### src/rtl/clk_div_prog_if.sv
// Configuration handshake bundle for the programmable clock-enable divider.
// The source offers a new ratio and duty; the divider accepts it into its shadow slot.
interface clk_div_prog_if #(
    parameter int W = 8
);
    logic         cfg_valid;
    logic         cfg_ready;
    logic [W-1:0] cfg_div;
    logic [W-1:0] cfg_high;

    modport master (
        output cfg_valid,
        output cfg_div,
        output cfg_high,
        input  cfg_ready
    );

    modport slave (
        input  cfg_valid,
        input  cfg_div,
        input  cfg_high,
        output cfg_ready
    );
endinterface

### src/rtl/clk_div_prog.sv
// Runtime-programmable clock-enable divider: square wave, wrap tick, shadowed config.
// Optional single-period mode enabled by defining CLK_DIV_ONESHOT_EN.
module clk_div_prog #(
    parameter int W        = 8,
    parameter int DEF_DIV  = 1,
    parameter int DEF_HIGH = 1
) (
    input  logic                clk,
    input  logic                rst,
    input  logic                en,
    input  logic                sync,
    clk_div_prog_if.slave       cfg,
`ifdef CLK_DIV_ONESHOT_EN
    input  logic                oneshot,
`endif
    output logic                out,
    output logic                tick,
    output logic [W-1:0]        active_div
);

    logic [W-1:0] cnt_q, cnt_d;
    logic [W-1:0] div_q, div_d;
    logic [W-1:0] high_q, high_d;
    logic [W-1:0] sh_div_q, sh_div_d;
    logic [W-1:0] sh_high_q, sh_high_d;
    logic         pend_q, pend_d;
    logic         ready_q, ready_d;
    logic         out_q, out_d;

    logic at_end;
    logic hold;
    logic stop;
    logic wrap;
    logic apply;
    logic capture;

`ifdef CLK_DIV_ONESHOT_EN
    logic done_q, done_d;

    // After the single period completes the counter parks at div_act.
    assign hold = done_q & oneshot;
    assign stop = oneshot;

    always_comb begin
        done_d = done_q;
        if (sync || !oneshot) begin
            done_d = 1'b0;
        end else if (wrap) begin
            done_d = 1'b1;
        end
    end

    always_ff @(posedge clk) begin
        if (rst) begin
            done_q <= 1'b0;
        end else begin
            done_q <= done_d;
        end
    end
`else
    assign hold = 1'b0;
    assign stop = 1'b0;
`endif

    assign at_end  = (cnt_q == div_q);
    assign wrap    = en & at_end & ~sync & ~hold;
    assign apply   = pend_q & (sync | wrap);
    assign capture = cfg.cfg_valid & ready_q;

    always_comb begin
        cnt_d     = cnt_q;
        div_d     = div_q;
        high_d    = high_q;
        sh_div_d  = sh_div_q;
        sh_high_d = sh_high_q;
        pend_d    = pend_q;

        if (apply) begin
            div_d  = sh_div_q;
            high_d = sh_high_q;
            pend_d = 1'b0;
        end

        // ready implies no pending entry, so capture never races apply
        if (capture) begin
            sh_div_d  = cfg.cfg_div;
            sh_high_d = cfg.cfg_high;
            pend_d    = 1'b1;
        end

        if (sync) begin
            cnt_d = '0;
        end else if (wrap) begin
            cnt_d = stop ? div_d : '0;
        end else if (en && !hold) begin
            cnt_d = cnt_q + W'(1);
        end

        ready_d = ~pend_d;
        out_d   = (cnt_d < high_d);
    end

    always_ff @(posedge clk) begin
        if (rst) begin
            cnt_q     <= '0;
            div_q     <= W'(DEF_DIV);
            high_q    <= W'(DEF_HIGH);
            sh_div_q  <= W'(DEF_DIV);
            sh_high_q <= W'(DEF_HIGH);
            pend_q    <= 1'b0;
            ready_q   <= 1'b1;
            out_q     <= (DEF_HIGH != 0);
        end else begin
            cnt_q     <= cnt_d;
            div_q     <= div_d;
            high_q    <= high_d;
            sh_div_q  <= sh_div_d;
            sh_high_q <= sh_high_d;
            pend_q    <= pend_d;
            ready_q   <= ready_d;
            out_q     <= out_d;
        end
    end

    assign tick          = wrap & ~rst;
    assign out           = out_q;
    assign active_div    = div_q;
    assign cfg.cfg_ready = ready_q;

endmodule

### src/flat_wrapper.sv
// flat-port wrapper written by rule: the top's interface ports become plain ports
module clk_div_prog_flat 
#(
    parameter int W        = 8,
    parameter int DEF_DIV  = 1,
    parameter int DEF_HIGH = 1
)
  (clk, rst, en, sync, out, tick, active_div, cfg_cfg_valid, cfg_cfg_div, cfg_cfg_high, cfg_cfg_ready);
  clk_div_prog_if #(.W(W)) cfg_i ();
  input  logic clk;
  input  logic rst;
  input  logic en;
  input  logic sync;
  output logic out;
  output logic tick;
  output logic [W-1:0] active_div;
  input wire logic [$bits(cfg_i.cfg_valid)-1:0] cfg_cfg_valid;
  input wire logic [$bits(cfg_i.cfg_div)-1:0] cfg_cfg_div;
  input wire logic [$bits(cfg_i.cfg_high)-1:0] cfg_cfg_high;
  output wire logic [$bits(cfg_i.cfg_ready)-1:0] cfg_cfg_ready;
  assign cfg_i.cfg_valid = cfg_cfg_valid;
  assign cfg_i.cfg_div = cfg_cfg_div;
  assign cfg_i.cfg_high = cfg_cfg_high;
  assign cfg_cfg_ready = cfg_i.cfg_ready;
  clk_div_prog #(.W(W), .DEF_DIV(DEF_DIV), .DEF_HIGH(DEF_HIGH)) u_core (.clk(clk), .rst(rst), .en(en), .sync(sync), .cfg(cfg_i), .out(out), .tick(tick), .active_div(active_div));
endmodule
### config.mk
export PLATFORM = sky130hd
export DESIGN_NAME = clk_div_prog_flat
export DESIGN_NICKNAME = d
export VERILOG_FILES = /design/src/rtl/clk_div_prog_if.sv /design/src/rtl/clk_div_prog.sv /design/src/flat_wrapper.sv
export SDC_FILE = /design/constraint.sdc
export NUM_CORES = 1
export LEC_CHECK = 0
export BUFFER_PORTS_ARGS = -buffer_cell sky130_fd_sc_hd__clkbuf_2
export CORE_MARGIN = 2
export CORE_UTILIZATION = 53
export DETAILED_ROUTE_END_ITERATION = 16
export GPL_TIMING_DRIVEN = 1
export MAX_ROUTING_LAYER = met4
export PLACE_DENSITY = 0.81
export REMOVE_ABC_BUFFERS = 1
export SYNTH_ARGS = -nofsm -noshare
export SYNTH_HDL_FRONTEND = slang
export SYNTH_SLANG_ARGS = --single-unit
### constraint.sdc
create_clock -name clk -period 9.65 [get_ports clk]
set_input_delay 1.4475 -clock clk [delete_from_list [all_inputs] [get_ports clk]]
set_output_delay 1.4475 -clock clk [all_outputs]
set_load 0.02 [all_outputs]
---- After elaboration in Yosys (flattened, before gate mapping) ----
Index checks and enable logic that the tools add are counted.
operators by class
  multiplexer cells ....................... 6
  bitwise logic cells ..................... 9
  $lt $le $gt $ge ......................... 1
  $add $sub $neg .......................... 1
  eq/ne operators ......................... 1
operators by type and width
  kind                                                           count
  8-bit 2-to-1 mux                                               4
  8-bit by 1-bit adder with 8-bit output, second input constant  1
  8-bit == test                                                  1
  8-bit less-than comparator                                     1
  1-bit AND                                                      5
  1-bit NOT                                                      3
  1-bit 2-to-1 mux                                               2
  1-bit bitwise OR                                               1
storage, ports and cells
  logic and storage cells ................. 26
  bits in registers ....................... 43
  input bits .............................. 21
  output and inout port bits .............. 11

---- Longest topological paths before layout ----
  depth in word-level cells ............... 8
  mapped depth ............................ 13
  depth with buffers taken out ............ 11

---- Least setup slack after synthesis ----
OpenSTA, ideal clock, no wires.
  path kind ............................... in2out
  start ................................... in en
  end ..................................... out tick
  path slack .............................. 5.405 ns
  required time ........................... 8.203 ns
  buffers on the path ..................... 2
  data arrival time ....................... 2.797 ns
  stages on the path ...................... 5
  path through ............................ buf_2 > nand4_1 > or4_1 > buf_2 > nor3_1
between the ends
  word-level cells in the longest chain between the ends .. 3
RTL lines
  what                     RTL line             source
  start, declared          flat_wrapper.sv:12   input logic en;
  1-bit AND (2 in series)  clk_div_prog.sv:66   assign wrap = en & at_end & ~sync & ~hold;
  1-bit AND                clk_div_prog.sv:125  assign tick = wrap & ~rst;
  end, declared            flat_wrapper.sv:15   output logic tick;
No other way between the ends.

---- Worst setup path in the final report ----
  start ................................... in en
  end ..................................... reg u_core.out_q, in the netlist u_core.out
between the ends
  word-level cells in the longest chain between the ends .. 6
  elaborated cells on any way between the ends .. 9
  classes of those cells .................. order compare (1); mux (4); bitwise (4)
RTL lines
  what                          RTL line             source
  1-bit AND (2 in series)       clk_div_prog.sv:66
  1-bit bitwise OR              clk_div_prog.sv:67   assign apply = pend_q & (sync | wrap);
  1-bit AND                     clk_div_prog.sv:67
  8-bit 2-to-1 mux              clk_div_prog.sv:78   if (apply) begin
  8-bit less-than comparator *  clk_div_prog.sv:100  out_d = (cnt_d < high_d);
  end signal, assigned          clk_div_prog.sv:112  out_q <= (DEF_HIGH != 0);
  end signal, assigned          clk_div_prog.sv:121  out_q <= out_d;
  end, declared                 clk_div_prog.sv:28   logic out_q, out_d;
Mark *: on every way between the ends. The rest lies on a longest branch, timed or not.
A chain may end at the register's enable or synchronous reset.

==> impl_metrics.json <==
{
  "crit_type": "input pin to register",
  "antenna_found_initial": 0,
  "std_cell_rows": 22,
  "fin_area_um2": 2320,
  "timing.rr.start": "u_core.cnt_q[4]",
  "final-setup-viol-count": 0,
  "hold_start": "u_core.sh_div_q[6]",
  "cp_slowest_stage_delay_ns": 0.82,
  "hold_path_end": "u_core.sh_div_q[6]",
  "yosysTopAreaCell": "dfxtp_1",
  "hold_class": "register to register",
  "die_h_um": 67.1,
  "routed_wl_um": 3870,
  "multi_input_area_um2": 1150,
  "cts_hold_buffers": 0,
  "post-cts-setup-buffer-count": 0,
  "endpoint_kind": "register",
  "ios": 32,
  "synth_top_area_share_pct": 40.9,
  "clk_latency_ns": 0.31,
  "h-tree-depth": 2,
  "die_x_um": 67.1,
  "synth_cell_types": 29,
  "drtIter0Drc": 79,
  "antenna_left": 0,
  "dpl_cell_area_um2": 2240,
  "rr_endpoint": "u_core.out",
  "stdcell_count": 311,
  "seq_area_um2": 861,
  "via_per_inst": 5.16,
  "ir_worst_vdd_mv": 0.100,
  "finalSetupTns_ns": 0,
  "fmax_mhz": 228,
  "dpl_worst_slack_ns": 5.01,
  "p_per_area_nw_per_um2": 148,
  "final_nets": 291,
  "cts_inserted_buffers": 5,
  "yosys_warnings": 0,
  "drc": 0,
  "core-area_um2": 3740,
  "fin_ws_ns": 5.27,
  "fillers": 323,
  "die-area_um2": 4500,
  "critPathLaunchType": "input pin",
  "initial_core_util_pct": 56.3,
  "maxSlewViolCount": 0,
  "worst-path-buf-inv": 1,
  "netlist_top_cells_area": "dfxtp_1 (41%), mux2i_1 (12%), nand2b_1 (8.3%)",
  "period_share_pct": 45.4,
  "overflow": 0,
  "whs_path_depth": 2,
  "gp_congestion": 0.828,
  "areaGrowthSynthToFinish_pct": 10.3,
  "post-dp-hpwl_um": 2630,
  "grt_util_all_layers_pct": 20.1,
  "ctsResizeCount": 0,
  "syn_area_um2": 2110,
  "grt_max_degree": 54,
  "path_common_cell": "a21o_1",
  "clock_skew_ns": 0.0105,
  "crit_chain": "clkbuf_2, nand4_1, or4_1, a21oi_4, mux2i_1, ha_1, a21o_1, a21o_1, a21o_1, o21ba_2, o41ai_2",
  "portBuffers": 31,
  "cts_tree": "built",
  "grt_pass1_vias": 1444,
  "diodes": 0,
  "crit_required_ns": 9.87,
  "outcome": "finished clean",
  "cts.sinks": 43,
  "critPathTopFamily": "compound AO/OA/AOI/OAI gates",
  "p_leak_nw": 0.919,
  "max_cap_viol_count": 0,
  "rr_worst_depth": 11,
  "rsz0062_at_grt": "false",
  "grt_pass1_wl_um": 6490,
  "crit_fanout": 23,
  "cp_slowest_cell": "a21oi_4",
  "reg2reg_slack_ns": 6.00,
  "syn_area_per_cell_um2": 8.89,
  "clkSlewWorstSetupHoldPaths_ns": 0.09,
  "fin_hold_ws_ns": 0.458,
  "dp_cells": 303,
  "cp.arrival_ns": 4.60,
  "syn-instance-count": 237,
  "ctsLongestPathBuffers": 2,
  "period_needed_ns": 4.38,
  "finalHoldViolCount": 0,
  "cts-root-buf": "clkbuf_8",
  "drive_above_1_share_pct": 15.6,
  "synth_seq_area_share_pct": 40.9,
  "vias": 1605,
  "slew-limit-headroom_pct": 36.1,
  "first_pass_iters": 4,
  "worst_slew_pin_slew_ns": 0.956,
  "wl_per_cell_um": 12.4,
  "ys_seq_elements": 43
}
==> stage by stage <==
step                      power [mW]  utilization (%)
after floorplan                0.219                -
after global placement         0.232             59.8
after detailed placement       0.234             59.8
after CTS                      0.345             62.1
after global routing           0.359             62.1
final                          0.344             62.1
==> logic make-up after synthesis <==
logic type / Yosys count / synth area share [%]
compound gates: 26 / 8.20
xor+xnor: 15 / 6.23
fa+ha+maj: 8 / 4.75
buf+inv: 16 / 4.51
flops: 43 / 40.9
mux: 25 / 11.9
simple gates: 104 / 23.6
==> where the power goes <==
| part | switching, mW | leakage, nW | internal, mW |
|---|---|---|---|
| clock | 0.0640 | 0.0412 | 0.0506 |
| combinational | 0.0225 | 0.527 | 0.0173 |
| sequential | 0.00482 | 0.350 | 0.184 |
| total | 0.0913 | 0.919 | 0.252 |
==> sequential cells by signal, summed over array words and instances, names as in the netlist <==
name,flops
u_core.high_q,8
u_core.out,1
u_core.sh_high_q,8
u_core.active_div,8
u_core.cnt_q,8
u_core.cfg.cfg_ready,1
u_core.pend_q,1
u_core.sh_div_q,8
==> cell usage after synthesis <==
master    number
dfxtp_1       43
nand2_1       39
nand2b_1      28
mux2i_1       25
nor2_1        23
a21oi_1       15
xnor2_1       10
clkbuf_1       9
ha_1           8
xor2_1         5
nand4_1        4
a21o_1         3
inv_1          3
nand3_1        3
buf_12         2
buf_2          2
nand3b_1       2
o21ai_0        2
a211oi_1       1
a21oi_4        1
and2_1         1
and3_1         1
and4_1         1
nor3_1         1
o21ba_2        1
o22a_1         1
o22ai_1        1
o41ai_2        1
or4_1          1
==> worst max-delay path by stage <==
stage | slack [ns] | end | cells past startpoint | start
floorplan | 5.47 | u_core.out | 10 | en
global placement | 5.09 | u_core.out | 11 | en
detailed placement | 5.01 | u_core.out | 11 | en
CTS | 5.28 | u_core.out | 11 | en
global route | 5.12 | u_core.out | 11 | en
finish | 5.27 | u_core.out | 11 | en
==> layout make-up <==
| cell class | instances | share of cell area [%] |
|---|---|---|
| clock buffer | 6 | 3.12 |
| multi-input combinational | 178 | 49.5 |
| timing repair buffer | 31 | 6.68 |
| clock inverter | 2 | 0.539 |
| tap | 48 | 2.58 |
| sequential | 43 | 37.0 |
| inverter | 3 | 0.485 |
==> routing by layer <==
metal / wire length, um / track usage [%]
met1: 1860 / 24.9
met2: 1780 / 30.0
met3: 181 / 6.93
met4: 51 / 7.91
met5: 0 / -
==> tightest hold or removal path, delay by kind of cell, from the launching register on <==
kind	cells	cell delay [ns]
DFF	1	0.32
and+or+nand+nor	1	0.05
AOI/OAI and AO/OA	1	0.05
==> layout by cell type (no fill, tap or decap), drive strengths merged <==
cell type	n
dfxtp	43
nand2	39
clkbuf	37
nand2b	28
mux2i	25
nor2	23
a21oi	16
xnor2	10
ha	8
xor2	5
nand4	4
inv	3
nand3	3
a21o	3
nand3b	2
o21ai	2
or4	1
and3	1
nor3	1
and2	1
a211oi	1
and4	1
o21ba	1
o41ai	1
o22a	1
o22ai	1
clkinvlp	1
clkinv	1
No activity file was read; power rests on OpenSTA's default activity.
